<file path="src/rtl/vga_pkg.sv">
// ---------------------------------------------------------------------------
// vga_pkg: shared definitions for the frame-buffer draw front end.
//   FB_WIDTH / FB_HEIGHT : frame-buffer geometry (160x120)
//   COLOR_BITS           : RGB333 pixel width
//   COORD_BITS           : coordinate input width
//   rgb333_t, fill_state_t, rect_cmd_t, clip_max()
// ---------------------------------------------------------------------------
package vga_pkg;

  localparam int FB_WIDTH   = 160;
  localparam int FB_HEIGHT  = 120;
  localparam int COLOR_BITS = 9;
  localparam int COORD_BITS = 8;

  typedef logic [COLOR_BITS-1:0] rgb333_t;

  typedef enum logic [1:0] {
    IDLE,
    SETUP,
    FILL,
    DONE
  } fill_state_t;

  typedef struct packed {
    logic [COORD_BITS-1:0] x0;
    logic [COORD_BITS-1:0] y0;
    logic [COORD_BITS-1:0] x1;
    logic [COORD_BITS-1:0] y1;
    rgb333_t               color;
  } rect_cmd_t;

  // Clamp a far corner to the last valid coordinate.
  function automatic logic [COORD_BITS-1:0] clip_max(input logic [COORD_BITS-1:0] v,
                                                     input logic [COORD_BITS-1:0] lim);
    return (v > lim) ? lim : v;
  endfunction

endpackage

</file>
<file path="src/rtl/vga_rect_walker.sv">
// ---------------------------------------------------------------------------
// vga_rect_walker: latches and clips a fill command, flags empty rectangles
// and walks the raster (x innermost) one pixel per advance.
//   clk                 : clock
//   load                : capture x0/y0/x1/y1/color_in (far corner clipped)
//   start               : position the walker on (x0, y0)
//   advance             : step to the next pixel of the raster
//   cur_x, cur_y, color : current fill pixel
//   last                : current pixel is the clipped (x1, y1)
//   empty               : clipped rectangle contains no pixels
// Holds only datapath state, so it carries no reset.
// ---------------------------------------------------------------------------
module vga_rect_walker
  import vga_pkg::*;
(
  input  logic                  clk,
  input  logic                  load,
  input  logic [COORD_BITS-1:0] x0,
  input  logic [COORD_BITS-1:0] y0,
  input  logic [COORD_BITS-1:0] x1,
  input  logic [COORD_BITS-1:0] y1,
  input  logic [COLOR_BITS-1:0] color_in,
  input  logic                  start,
  input  logic                  advance,
  output logic [COORD_BITS-1:0] cur_x,
  output logic [COORD_BITS-1:0] cur_y,
  output logic [COLOR_BITS-1:0] color,
  output logic                  last,
  output logic                  empty
);

  localparam logic [COORD_BITS-1:0] X_MAX = COORD_BITS'(FB_WIDTH - 1);
  localparam logic [COORD_BITS-1:0] Y_MAX = COORD_BITS'(FB_HEIGHT - 1);
  localparam logic [COORD_BITS-1:0] X_LIM = COORD_BITS'(FB_WIDTH);
  localparam logic [COORD_BITS-1:0] Y_LIM = COORD_BITS'(FB_HEIGHT);

  rect_cmd_t             cmd_q, cmd_d;
  logic [COORD_BITS-1:0] cur_x_q, cur_x_d;
  logic [COORD_BITS-1:0] cur_y_q, cur_y_d;

  always_comb begin
    cmd_d = cmd_q;
    if (load) begin
      cmd_d.x0    = x0;
      cmd_d.y0    = y0;
      cmd_d.x1    = clip_max(x1, X_MAX);
      cmd_d.y1    = clip_max(y1, Y_MAX);
      cmd_d.color = color_in;
    end
  end

  // Raster step: wrap x back to x0 and bump y at the end of each row.
  always_comb begin
    cur_x_d = cur_x_q;
    cur_y_d = cur_y_q;
    if (start) begin
      cur_x_d = cmd_q.x0;
      cur_y_d = cmd_q.y0;
    end else if (advance) begin
      if (cur_x_q == cmd_q.x1) begin
        cur_x_d = cmd_q.x0;
        cur_y_d = cur_y_q + 1'b1;
      end else begin
        cur_x_d = cur_x_q + 1'b1;
      end
    end
  end

  always_ff @(posedge clk) begin
    cmd_q   <= cmd_d;
    cur_x_q <= cur_x_d;
    cur_y_q <= cur_y_d;
  end

  // An origin off-screen is empty even though the clipped far corner is valid.
  assign empty = (cmd_q.x0 > cmd_q.x1) || (cmd_q.y0 > cmd_q.y1) ||
                 (cmd_q.x0 >= X_LIM)   || (cmd_q.y0 >= Y_LIM);
  assign last  = (cur_x_q == cmd_q.x1) && (cur_y_q == cmd_q.y1);
  assign cur_x = cur_x_q;
  assign cur_y = cur_y_q;
  assign color = cmd_q.color;

endmodule

</file>
<file path="src/rtl/vga_draw_controller.sv">
// ---------------------------------------------------------------------------
// vga_draw_controller: frame-buffer write-port front end. Arbitrates a
// single-pixel port against a rectangle-fill engine, one write per clock.
//   Slow_Clock, Reset_N (async, active-low)
//   Pix_Valid/Pix_Ready, Pix_X, Pix_Y, Pix_Color       : pixel port
//   Rect_Valid/Rect_Ready, Rect_X0..Y1, Rect_Color      : fill command
//   Fill_Busy, Fill_Done                                : fill status
//   Enable_Draw, Draw_X, Draw_Y, Draw_Color             : registered write
// Optional (macro VGA_DRAW_STATS_EN): Draw_Count write counter with
// synchronous Stats_Clear.
// ---------------------------------------------------------------------------
module vga_draw_controller
  import vga_pkg::*;
#(
  parameter int FAIR_LIMIT = 4
) (
  input  logic                  Slow_Clock,
  input  logic                  Reset_N,
  input  logic                  Pix_Valid,
  output logic                  Pix_Ready,
  input  logic [COORD_BITS-1:0] Pix_X,
  input  logic [COORD_BITS-1:0] Pix_Y,
  input  logic [COLOR_BITS-1:0] Pix_Color,
  input  logic                  Rect_Valid,
  output logic                  Rect_Ready,
  input  logic [COORD_BITS-1:0] Rect_X0,
  input  logic [COORD_BITS-1:0] Rect_Y0,
  input  logic [COORD_BITS-1:0] Rect_X1,
  input  logic [COORD_BITS-1:0] Rect_Y1,
  input  logic [COLOR_BITS-1:0] Rect_Color,
  output logic                  Fill_Busy,
  output logic                  Fill_Done,
  output logic                  Enable_Draw,
  output logic [31:0]           Draw_X,
  output logic [31:0]           Draw_Y,
  output logic [31:0]           Draw_Color
`ifdef VGA_DRAW_STATS_EN
  ,
  output logic [31:0]           Draw_Count,
  input  logic                  Stats_Clear
`endif
);

  localparam int FAIR_W = $clog2(FAIR_LIMIT + 1);

  fill_state_t           state_q, state_d;
  logic                  active_q;
  logic [FAIR_W-1:0]     fair_q, fair_d;
  logic                  rr_q, rr_d;
  logic                  busy_q, busy_d;
  logic                  done_q, done_d;
  logic                  en_q, en_d;
  logic [COORD_BITS-1:0] dx_q, dx_d;
  logic [COORD_BITS-1:0] dy_q, dy_d;
  rgb333_t               dc_q, dc_d;

  logic                  in_fill, pix_grant, pix_write, fill_write, rect_acc;
  logic [COORD_BITS-1:0] cur_x, cur_y;
  rgb333_t               fill_color;
  logic                  walk_last, walk_empty;

  vga_rect_walker u_walker (
    .clk      (Slow_Clock),
    .load     (rect_acc),
    .x0       (Rect_X0),
    .y0       (Rect_Y0),
    .x1       (Rect_X1),
    .y1       (Rect_Y1),
    .color_in (Rect_Color),
    .start    (state_q == SETUP),
    .advance  (fill_write),
    .cur_x    (cur_x),
    .cur_y    (cur_y),
    .color    (fill_color),
    .last     (walk_last),
    .empty    (walk_empty)
  );

  // Arbitration: the pixel port wins unless it has starved a running fill
  // for FAIR_LIMIT consecutive cycles. active_q keeps Pix_Ready low in reset.
  always_comb begin
    in_fill    = (state_q == FILL);
    pix_grant  = active_q && Pix_Valid &&
                 !(in_fill && (fair_q == FAIR_W'(FAIR_LIMIT)));
    pix_write  = pix_grant && (Pix_X < COORD_BITS'(FB_WIDTH)) &&
                 (Pix_Y < COORD_BITS'(FB_HEIGHT));
    fill_write = in_fill && !pix_grant;
    rect_acc   = (state_q == IDLE) && rr_q && Rect_Valid;
  end

  always_comb begin
    state_d = state_q;
    case (state_q)
      IDLE:    if (rect_acc) state_d = SETUP;
      SETUP:   state_d = walk_empty ? IDLE : FILL;
      FILL:    if (fill_write && walk_last) state_d = DONE;
      DONE:    state_d = IDLE;
      default: state_d = IDLE;
    endcase

    done_d = ((state_q == SETUP) && walk_empty) || (fill_write && walk_last);
    busy_d = (state_d != IDLE);
    rr_d   = (state_d == IDLE);

    fair_d = fair_q;
    if (!in_fill || fill_write) fair_d = '0;
    else if (pix_grant)         fair_d = fair_q + 1'b1;

    en_d = pix_write || fill_write;
    dx_d = dx_q;
    dy_d = dy_q;
    dc_d = dc_q;
    if (pix_write) begin
      dx_d = Pix_X;
      dy_d = Pix_Y;
      dc_d = Pix_Color;
    end else if (fill_write) begin
      dx_d = cur_x;
      dy_d = cur_y;
      dc_d = fill_color;
    end
  end

  // ---- grant -> registered write port / status ----
  always_ff @(posedge Slow_Clock or negedge Reset_N) begin
    if (!Reset_N) begin
      state_q  <= IDLE;
      active_q <= 1'b0;
      fair_q   <= '0;
      rr_q     <= 1'b0;
      busy_q   <= 1'b0;
      done_q   <= 1'b0;
      en_q     <= 1'b0;
      dx_q     <= '0;
      dy_q     <= '0;
      dc_q     <= '0;
    end else begin
      state_q  <= state_d;
      active_q <= 1'b1;
      fair_q   <= fair_d;
      rr_q     <= rr_d;
      busy_q   <= busy_d;
      done_q   <= done_d;
      en_q     <= en_d;
      dx_q     <= dx_d;
      dy_q     <= dy_d;
      dc_q     <= dc_d;
    end
  end

  assign Pix_Ready   = pix_grant;
  assign Rect_Ready  = rr_q;
  assign Fill_Busy   = busy_q;
  assign Fill_Done   = done_q;
  assign Enable_Draw = en_q;
  assign Draw_X      = {{(32-COORD_BITS){1'b0}}, dx_q};
  assign Draw_Y      = {{(32-COORD_BITS){1'b0}}, dy_q};
  assign Draw_Color  = {{(32-COLOR_BITS){1'b0}}, dc_q};

`ifdef VGA_DRAW_STATS_EN
  logic [31:0] cnt_q, cnt_d;

  // Clear beats increment when both land in the same cycle.
  always_comb begin
    cnt_d = cnt_q;
    if (Stats_Clear)  cnt_d = '0;
    else if (en_q)    cnt_d = cnt_q + 32'd1;
  end

  always_ff @(posedge Slow_Clock or negedge Reset_N) begin
    if (!Reset_N) cnt_q <= '0;
    else          cnt_q <= cnt_d;
  end

  assign Draw_Count = cnt_q;
`endif

endmodule

</file>
<file path="config.mk">
export PLATFORM = sky130hd
export DESIGN_NAME = vga_draw_controller
export DESIGN_NICKNAME = d
export VERILOG_FILES = /design/src/rtl/vga_pkg.sv /design/src/rtl/vga_rect_walker.sv /design/src/rtl/vga_draw_controller.sv
export SDC_FILE = /design/constraint.sdc
export NUM_CORES = 1
export LEC_CHECK = 0
export ABC_AREA = 0
export CAP_MARGIN = 5
export CORE_AREA = 4 4 153 155
export DETAILED_ROUTE_END_ITERATION = 10
export DIE_AREA = 0 0 157 159
export DONT_BUFFER_PORTS = 1
export GPL_TIMING_DRIVEN = 1
export HOLD_SLACK_MARGIN = 0.12
export SLEW_MARGIN = 20
export SYNTH_ARGS = -nofsm -noshare
export SYNTH_HDL_FRONTEND = slang
export SYNTH_HIERARCHICAL = 1
export SYNTH_SLANG_ARGS = --single-unit
</file>
<file path="constraint.sdc">
create_clock -name Slow_Clock -period 4.15 [get_ports Slow_Clock]
set_input_delay 0.415 -clock Slow_Clock [delete_from_list [all_inputs] [get_ports Slow_Clock]]
set_output_delay 0.415 -clock Slow_Clock [all_outputs]
set_load 0.02 [all_outputs]
</file>
==> results of run 1 <==
## worst max path at each step
stage	start	to	slack, ps
6_report	fair_q[0]	u_walker/cur_y[5]	1680
5_1_grt	fair_q[0]	u_walker/cur_y[0]	1490
4_1_cts	fair_q[0]	u_walker/cur_y[5]	1660
3_5_place_dp	fair_q[0]	u_walker/cur_y[2]	1680
3_3_place_gp	fair_q[0]	dc_q[4]	1580
2_1_floorplan	Rect_Ready	u_walker/cmd_q[10]	270
## flip-flops by register name, indices dropped and copies added (netlist names)
signal	count
u_walker/color	9
Fill_Busy	1
u_walker/cmd_q	32
dc_q	9
active_q	1
Fill_Done	1
dx_q	8
dy_q	8
Rect_Ready	1
u_walker/cur_x	8
state_q	2
u_walker/cur_y	8
fair_q	3
Enable_Draw	1
## through the flow
stage / setup slack [ps] / utilization / instance area (um2) / hold slack [ps] / power, mW
floorplan: 273 / - / 5290 / 119 / 2.47
global placement: 1580 / 0.229 / 5000 / 120 / 2.63
detailed placement: 1680 / 0.230 / 5030 / 120 / 2.65
CTS: 1660 / 0.247 / 5390 / 160 / 3.58
global route: 1490 / 0.247 / 5390 / 153 / 3.77
finish: 1680 / 0.247 / 5390 / 177 / 3.53
## power by group through the flow
stage / clock network [mW] / registers (mW) / logic, mW
floorplan: 0 / 1.69 / 0.782
global placement: 0 / 1.80 / 0.823
detailed placement: 0 / 1.81 / 0.841
CTS: 0.939 / 1.79 / 0.855
global route: 0.982 / 1.83 / 0.963
finish: 0.908 / 1.78 / 0.844
## critical path, stage by stage (launching register included)
cell and delay (ps):
dfrtp_1 390, inv_1 60, ha_1 160, nand2_1 80
a31oi_4 170, buf_4 370, or2_2 310, nor2b_1 540
## placed cells by master (no fill, tap or decap), types with 2 or more instances in the layout
cell type and instances:
buf_6 2, nand2b_1 10, nand3_1 7, xnor2_1 5
a21oi_2 5, ha_1 20, nor2_1 6, buf_4 2
conb_1 73, mux2i_1 5, buf_12 2, xor2_1 24
nand4_1 6, a221o_1 2, nor2b_1 5, nor4_2 2
nand2_1 16, o21ai_0 15, nor4_1 2, inv_1 22
nand3b_1 2, a22o_1 21, a21o_1 21, a21oi_1 10
and3_1 6, nor3b_1 2, or2_2 5, bufinv_16 3
edfxtp_1 57, clkbuf_16 9, dfrtp_1 35, nor2_2 4
and4_1 2
## metal layers
layer / wire length, um / track usage / vias to the layer above
met2: 4810 / 0.128 / 122
met4: 69 / 0.0154 / 0
met5: 0 / 0 / -
met3: 1100 / 0.0285 / 5
met1: 5110 / 0.125 / 1332
li1: - / - / 1343
## area by class of cell
type,instances,share of cell area
flip-flops and latches,92,0.480
well taps,280,0.0650
inverters,22,0.0153
clock buffers,10,0.0425
multi-input cells,291,0.362
clock inverters,5,0.0188
repair buffers,7,0.0162
## kinds of logic (layout without fill, tap and decap cells)
| group | count (synthesis) | in the layout |
|---|---|---|
| buffers and inverters | 114 | 44 |
| XOR/XNOR | 29 | 29 |
| AO/OA/AOI/OAI | 80 | 80 |
| adder cells (fa/ha/maj) | 20 | 20 |
| AND/OR/NAND/NOR | 82 | 82 |
| other | 3 | 73 |
| multiplexers | 7 | 7 |
| flip-flops | 92 | 92 |
## repair_timing
| action | 4_1_cts | 5_1_grt |
|---|---|---|
| resized for setup | 0 | 0 |
| endpoints found under the hold margin | 35 | 0 |
| hold buffers | 2 | 0 |
==> flow_summary.toml, run 1 <==
[worst_hold_path]
whs_path_depth = 0
min_path_type = "in -> reg"
hold_end = "u_walker/cmd_q[38]"
hp-start = "Rect_X0[5]"

[floorplanning]
core_um2 = 21800
die_y_um = 159
rows = 54
ios = 171
start_util = 0.230
die_w_um = 157
dieArea_um2 = 25000

[power]
clock_power_share = 0.257
swShare = 0.354
leakagePower_nw = 2.29
ir_worst_vdd_mv = 0.221
p_comb_frac = 0.239
p_per_area_nw_per_um2 = 655
seqPwrFrac = 0.504
p_int_mw = 2.28
power_switching_mw = 1.25

[run]
drv_cap = 0

[sta]
min_period_ps = 2470
post-route-period-util = 0.595
report.final.setup_viol = 0
tightest_slew_ps = 843
fmax_mhz = 405
skew_ps = 7.08
setup_tns_ps = 0
slew_violations = 0
rsz0062_at_grt = "false"
relSlewSlack = 0.438
hold_viol_final = 0

[layout]
fillers = 2303
syn_to_final_growth_pct = 7.24
multiInputGateArea_um2 = 1950
seq_area_um2 = 2590
fin_nets = 513
final_cell_count_no_fill = 707
drive_gt1_frac = 0.0937
diodes = 0

[yosys]
yosys-top-cells-area = "edfxtp_1 34%, dfrtp_1 17%, buf_4 12%, ha_1 5.0%, xor2_1 4.2%"
synthSimpleGateAreaFrac = 0.0963
synth.avg_cell_area_um2 = 11.8
yosysTopAreaCellShare = 0.340
synth_cell_types = 47
synth_xor_area_frac = 0.0505
synthTopCellsByCount = "82 x buf_4, 57 x edfxtp_1, 35 x dfrtp_1, 24 x xor2_1, 22 x inv_1"
yosys_warnings = 6
synth_seq_cells = 92
synth.cell_area_um2 = 5030
yosysSeqAreaShare = 0.515
syn_inst = 427
synthMuxAreaShare = 0.0144
yosysTopAreaCell = "edfxtp_1"
ys.flop_type = "edfxtp_1"
synth_top_family_by_area = "buffers and inverters"
async_reset_ff_frac = 0.380
yosys.cell_count.top_type = "buf_4"
synthAdderAreaFrac = 0.0498
synth_compound_area_frac = 0.118
synth_edf_count = 57

[global_routing]
grt_pass1_wl_mm = 16.6
antenna_found_initial = 0
gr-total-overflow = 0
grt_pass1_vias = 2818
grt_use_total = 0.0865
grt_max_degree = 36

[clocking]
cts_buffer_depth = 2
cts_tree = "done"
clkLatencyLatePin_ps = 330
cts-htree-levels = 3
cts.reportedPaths.clkPinSlew_ps = 60
post-cts-setup-buffer-count = 0
cts_buffers = 9
clock_sinks = 92
cts_root_buf = "clkbuf_16"

[routing]
wl_mm = 11.1
drc_errors = 0
vias = 2802
drt_iter0_drc = 193
post_drt_wl_per_cell_um = 15.7
dr.pass1.iters = 4
drtAntennaViolNets = 0
viasPerCell = 3.96

[setup_path]
cp.required_ps = 4110
r2r-start = "fair_q[0]"
r2r_end = "u_walker/cur_y[5]"
end_kind = "flop"
critPathMaxFanout = 31
reg2reg_slack_ps = 1680
arrival_ps = 2430
worstRegToRegCells = 7
start_kind = "flop"
crit_type = "reg -> reg"

[place]
place_inst = 690
post-dp-hpwl_mm = 8.90
gp_congestion = 0.749
port_buffers = 0

[run_status]
status = "completed"
Note: power is estimated with default switching activity, not from simulation.
==> run 2, diff against run 1 <==
- ABC_AREA: 0 -> 1
- CORE_AREA: 4 4 153 155 -> 4 4 160 162
- DIE_AREA: 0 0 157 159 -> 0 0 164 166
- clock period: 4.15 -> 2.51 ns (I/O delays scaled with it)
==> run 2 against run 1 <==
Net effect:
- clock-buffer cell count did not move
- via count rose by 31%
- combinational power rose by 110%
- sequential share of layout area fell by 7.5 points
- first-iteration DRC count rose by 18%
- core utilization rose by 1.8 points
- worst hold slack got worse by 41 ps
- non-clock buffer count rose by 58
- largest cell class unchanged
- largest power group unchanged
==> flow_summary.toml, run 2 <==
[run_status]
status = "completed"

[yosys]
synth.avg_cell_area_um2 = 9.06
syn_inst = 607
yosysTopAreaCell = "edfxtp_1"
yosysSeqAreaShare = 0.470
synth_edf_count = 57
yosysTopAreaCellShare = 0.311
synth_seq_cells = 92
yosys-top-cells-area = "edfxtp_1 31%, dfrtp_1 16%, buf_4 11%, nand2_1 11%, inv_1 5.2%"
synth_cell_types = 34
ys.flop_type = "edfxtp_1"
synth.cell_area_um2 = 5500
async_reset_ff_frac = 0.380
synthTopCellsByCount = "157 x nand2_1, 82 x buf_4, 76 x inv_1, 57 x edfxtp_1, 41 x nand3_1"
yosys_warnings = 6
yosys.cell_count.top_type = "nand2_1"

[clocking]
clock_sinks = 92
holdBufCountCts = 58
cts_root_buf = "clkbuf_16"
cts_resized = 0
cts-htree-levels = 3
cts.reportedPaths.clkPinSlew_ps = 70
clkLatencyLatePin_ps = 350
cts_buffers = 9
cts_tree = "done"
post-cts-setup-buffer-count = 0
cts_buffer_depth = 2

[global_routing]
antenna_found_initial = 0
gr-total-overflow = 0
grt_pass1_wl_mm = 20.0
grt_use_total = 0.0952
grt_max_degree = 42
grt_pass1_vias = 3698

[setup_path]
end_kind = "primary output"
critPathMaxFanout = 16
crit_end = "Pix_Ready"
reg2reg_slack_ps = 670
cp.required_ps = 2260
cp_top_family = "buffers and inverters"
crit_path_start = "fair_q[0]"
arrival_ps = 1820
r2r_end = "dx_q[6]"
critPathMaxStageDelay_ps = 410
r2r-start = "fair_q[0]"
worstPathCellList = "inv_1, ha_1, nand2_1, inv_2, a21oi_4, buf_4"
worst-path-buf-inv = 3
critPathSlowestCell = "a21oi_4"
crit_cells = 6
crit_type = "reg -> out"
worstRegToRegCells = 8
start_kind = "flop"

[sta]
min_period_ps = 2070
post-route-period-util = 0.825
setup_tns_ps = 0
whs_ps = 136
skew_ps = 8.18
tightest_slew_ps = 572
slew_violations = 0
report.final.setup_viol = 0
hold_viol_final = 0
relSlewSlack = 0.615
fmax_mhz = 483
rsz0062_at_grt = "false"

[layout]
syn_to_final_growth_pct = 16.1
drive_gt1_frac = 0.110
seq_area_um2 = 2590
fin_nets = 749
layout_commonest_cell = "nand2_1"
largest_reg_flops = 32
diodes = 0
multiInputGateArea_um2 = 2140
regMostFlops = "u_walker/cmd_q"
fillers = 2620
layout_common_cells = "157 x nand2_1, 76 x inv_1, 73 x conb_1"

[routing]
viasPerCell = 3.72
vias = 3675
drtAntennaViolNets = 0
wl_mm = 12.8
drt_iter0_drc = 228
dr.pass1.iters = 4
post_drt_wl_per_cell_um = 13.0
drc_errors = 0

[place]
port_buffers = 0
gp_congestion = 0.788
post-dp-hpwl_mm = 10.1

[power]
leakagePower_nw = 3.01
ir_worst_vdd_mv = 0.311
p_per_area_nw_per_um2 = 967

[floorplanning]
rows = 57
ios = 171
die_w_um = 164
core_um2 = 24100
die_y_um = 166
start_util = 0.228
dieArea_um2 = 27200

[run]
drv_cap = 0

[worst_hold_path]
min_path_type = "in -> reg"
==> run 2: changes by cell type in the layout (fill, tap and decap cells not counted), sizes merged, moves of 6 or more <==
cell,before,now
nand3,7,59
nand2,16,167
a21o,21,0
dlygate4sd3,1,57
xor2,24,10
inv,22,84
a22o,21,0
nand2b,10,0
nor2,11,25
and3,6,0
==> run 2: per-stage QoR <==
step	utilization	std cells	worst slack [ps]	power [mW]	instance area [um2]
after detailed placement	0.228	914	648	4.78	5500
after global placement	0.228	914	707	4.72	5500
after floorplan	-	677	397	4.42	5760
final	0.265	988	440	6.17	6390
after global routing	0.265	988	304	6.69	6390
after CTS	0.265	988	420	6.28	6390
==> run 2: area by class of cell <==
type / instances / share of cell area
well taps: 324 / 0.0635
multi-input cells: 409 / 0.336
clock inverters: 6 / 0.0110
inverters: 82 / 0.0482
flip-flops and latches: 92 / 0.405
clock buffers: 10 / 0.0359
repair buffers: 65 / 0.101
==> run 2: layer usage <==
layer | global-route usage | vias up | share of wire
met5 | 0 | - | 0
met4 | 0.0339 | 0 | 0.017
met3 | 0.0288 | 12 | 0.071
met2 | 0.149 | 114 | 0.45
met1 | 0.124 | 1679 | 0.46
li1 | - | 1870 | -
==> run 2: kinds of logic (layout without fill, tap and decap cells) <==
kind of cell,after synthesis,count (layout),share of synthesized area
flops,92,92,0.470
fa+ha+maj,20,20,0.0455
buf+inv,176,163,0.188
xor+xnor,17,17,0.0271
other cells,3,73,0.00205
simple gates,265,265,0.227
compound gates,34,34,0.0400
==> run 2: where the power goes <==
| group | switching (mW) | internal, mW | leakage [nW] | total, mW |
|---|---|---|---|---|
| clock network | 0.602 | 0.783 | 0.148 | 1.39 |
| registers | 0.775 | 2.26 | 0.970 | 3.03 |
| logic | 1.07 | 0.682 | 1.89 | 1.76 |
==> run 2: worst min-delay path by stage <==
stage / startpoint / endpoint / slack [ps] / cells after the start
after global placement: Reset_N / Enable_Draw / -40 / 0
final: Pix_X[6] / dx_q[6] / 140 / 4
after floorplan: Reset_N / Enable_Draw / -40 / 0
after global routing: Pix_X[6] / dx_q[6] / 130 / 4
after CTS: Pix_X[6] / dx_q[6] / 120 / 4
after detailed placement: Reset_N / dx_q[3] / -40 / 0
==> run 2: worst reg2reg max path, stage by stage, from the launching register on <==
cell,delay (ps)
dfrtp_1,370
inv_1,50
ha_1,190
nand2_1,70
inv_2,60
a21oi_4,410
nand2_4,340
nand3_1,180
nand2_1,60
==> run 3, diff against run 2 <==
- ABC_AREA: 1 -> 0
- CORE_AREA: 4 4 160 162 -> 4 4 153 155
- DIE_AREA: 0 0 164 166 -> 0 0 157 159
- clock period: 2.51 -> 2 ns (I/O delays scaled with it)
==> run 3 against run 2 <==
Net effect:
- via count fell by 15%
- global-route usage down 0.22 points
- non-clock buffer count grew 29
- critical path depth up 2
- final cell count decreased by 20%
- sequential share of layout area up 1.2 points
- design area is 2.7% lower
- sequential cell count is the same
- sequential power up 19%
- critical path type is now reg -> reg
- critical endpoint is now Rect_Ready
==> flow_summary.toml, run 3 (synthesized netlist as in run 1, its figures left out) <==
[routing]
drtAntennaViolNets = 0
viasPerCell = 3.93
post_drt_wl_per_cell_um = 15.2
vias = 3119
drt_iter0_drc = 186
drc_errors = 0
wl_mm = 12.0
dr.pass1.iters = 4

[global_routing]
grt_use_total = 0.0930
gr-total-overflow = 0
grt_max_degree = 43
grt_pass1_vias = 3122
grt_pass1_wl_mm = 17.8
antenna_found_initial = 0

[power]
ir_worst_vdd_mv = 0.492
design_power_total_mw = 7.59
p_per_area_nw_per_um2 = 1220
leakagePower_nw = 2.66

[setup_path]
cp_top_family = "compound AO/OA/AOI/OAI gates"
cp.required_ps = 2220
critPathMaxStageDelay_ps = 390
critPathSlowestCell = "edfxtp_1"
start_kind = "flop"
end_kind = "flop"
reg2reg_slack_ps = 130
crit_type = "reg -> reg"
worst-path-buf-inv = 1
worstPathCellList = "inv_1, ha_4, nor2b_1, o211ai_1, a21oi_1, o32ai_2, nand4_1, o22a_1"
critPathMaxFanout = 3
arrival_ps = 2080

[floorplanning]
start_util = 0.230
die_w_um = 157
ios = 171
rows = 54
core_um2 = 21800
dieArea_um2 = 25000
die_y_um = 159

[layout]
layout_common_cells = "73 x conb_1, 65 x dlygate4sd3_1, 57 x edfxtp_1"
fin_nets = 600
largest_reg_flops = 32
layout_commonest_cell = "conb_1"
syn_to_final_growth_pct = 23.5
regMostFlops = "u_walker/cmd_q"
drive_gt1_frac = 0.130
diodes = 0

[worst_hold_path]
min_path_type = "in -> reg"

[sta]
rsz0062_at_grt = "false"
tightest_slew_ps = 528
relSlewSlack = 0.645
min_period_ps = 1870
setup_tns_ps = 0
skew_ps = 6.54
report.final.setup_viol = 0
fmax_mhz = 535
post-route-period-util = 0.934
hold_viol_final = 0
slew_violations = 0

[clocking]
clock_sinks = 92
cts-htree-levels = 3
clkLatencyLatePin_ps = 330
cts_buffer_depth = 2
cts_tree = "done"
cts_root_buf = "clkbuf_16"
cts_buffers = 9
cts.reportedPaths.clkPinSlew_ps = 60

[place]
post-dp-hpwl_mm = 9.15
port_buffers = 0
gp_congestion = 0.777

[run_status]
status = "completed"

[run]
drv_cap = 0
## run 3: cell count changes in the layout (fill, tap and decap cells not counted), moves of 6 or more
cell and change:
nand2_1 -141, xor2_1 +14, a21o_1 +21, inv_1 -54, nand2b_1 +10, nor2_1 -15
dlygate4sd3_1 +8, nand3_2 -18, a22o_1 +21, nand3_1 -34, buf_4 +19, and3_1 +6
nand2_2 -7
## run 3: final timing paths
path | startpoint | endpoint | cells after the start
worst max-delay path | u_walker/cmd_q[18] | Rect_Ready | 8
worst min-delay path | Rect_X1[5] | u_walker/cmd_q[22] | 1
worst max register to register | u_walker/cmd_q[18] | Rect_Ready | 8
worst min register to register | fair_q[0] | fair_q[0] | 1
max in group asynchronous | Reset_N | Rect_Ready | 2
min in group asynchronous | Reset_N | fair_q[1] | 2
## run 3: cell type report
| class | count | area (um2) |
|---|---|---|
| tap | 280 | 350 |
| sequential | 92 | 2590 |
| fill | 2247 | 15600 |
| clock inverter | 4 | 75.1 |
| multi-input combinational | 291 | 1980 |
| clock buffer | 11 | 233 |
| inverter | 22 | 82.6 |
| timing repair buffer | 94 | 906 |
## run 3: worst register-to-register path, stage by stage (launching register included)
cell and delay, ps:
edfxtp_1 390, inv_1 110, ha_4 210, nor2b_1 120, o211ai_1 150, a21oi_1 110
o32ai_2 200, nand4_1 200, o22a_1 260
## run 3: where the power goes
| group | switching [mW] | total, mW | internal, mW |
|---|---|---|---|
| Combinational | 1.17 | 2.21 | 1.04 |
| Clock | 0.685 | 1.77 | 1.09 |
| Sequential | 0.834 | 3.61 | 2.77 |
| Total | 2.69 | 7.59 | 4.90 |
## run 3: routing by layer
metal / vias up / track usage / wire length [um]
met2: 120 / 0.145 / 5480
met3: 5 / 0.0315 / 1050
li1: 1515 / - / -
met4: 0 / 0.0130 / 46
met1: 1479 / 0.128 / 5470
met5: - / 0 / 0
## run 3: what timing repair did
action                     CTS  global route
hold endpoints to repair    99             0
setup endpoints to repair    2             4
cloned                       0             0
gates resized for setup      1             2
hold buffers                66             0
pin swaps                    1             2
buffers inserted             0             4
## run 3: stage by stage
step	instance area, um2	setup slack [ps]	hold slack [ps]	util	instances
detailed placement	5180	8.64	-94.6	0.238	709
CTS	6170	53.8	129	0.283	790
global placement	5180	38.7	-94.4	0.238	709
global route	6210	0.117	141	0.285	794
floorplan	5310	9.41	-95.6	-	497
finish	6210	132	139	0.285	794
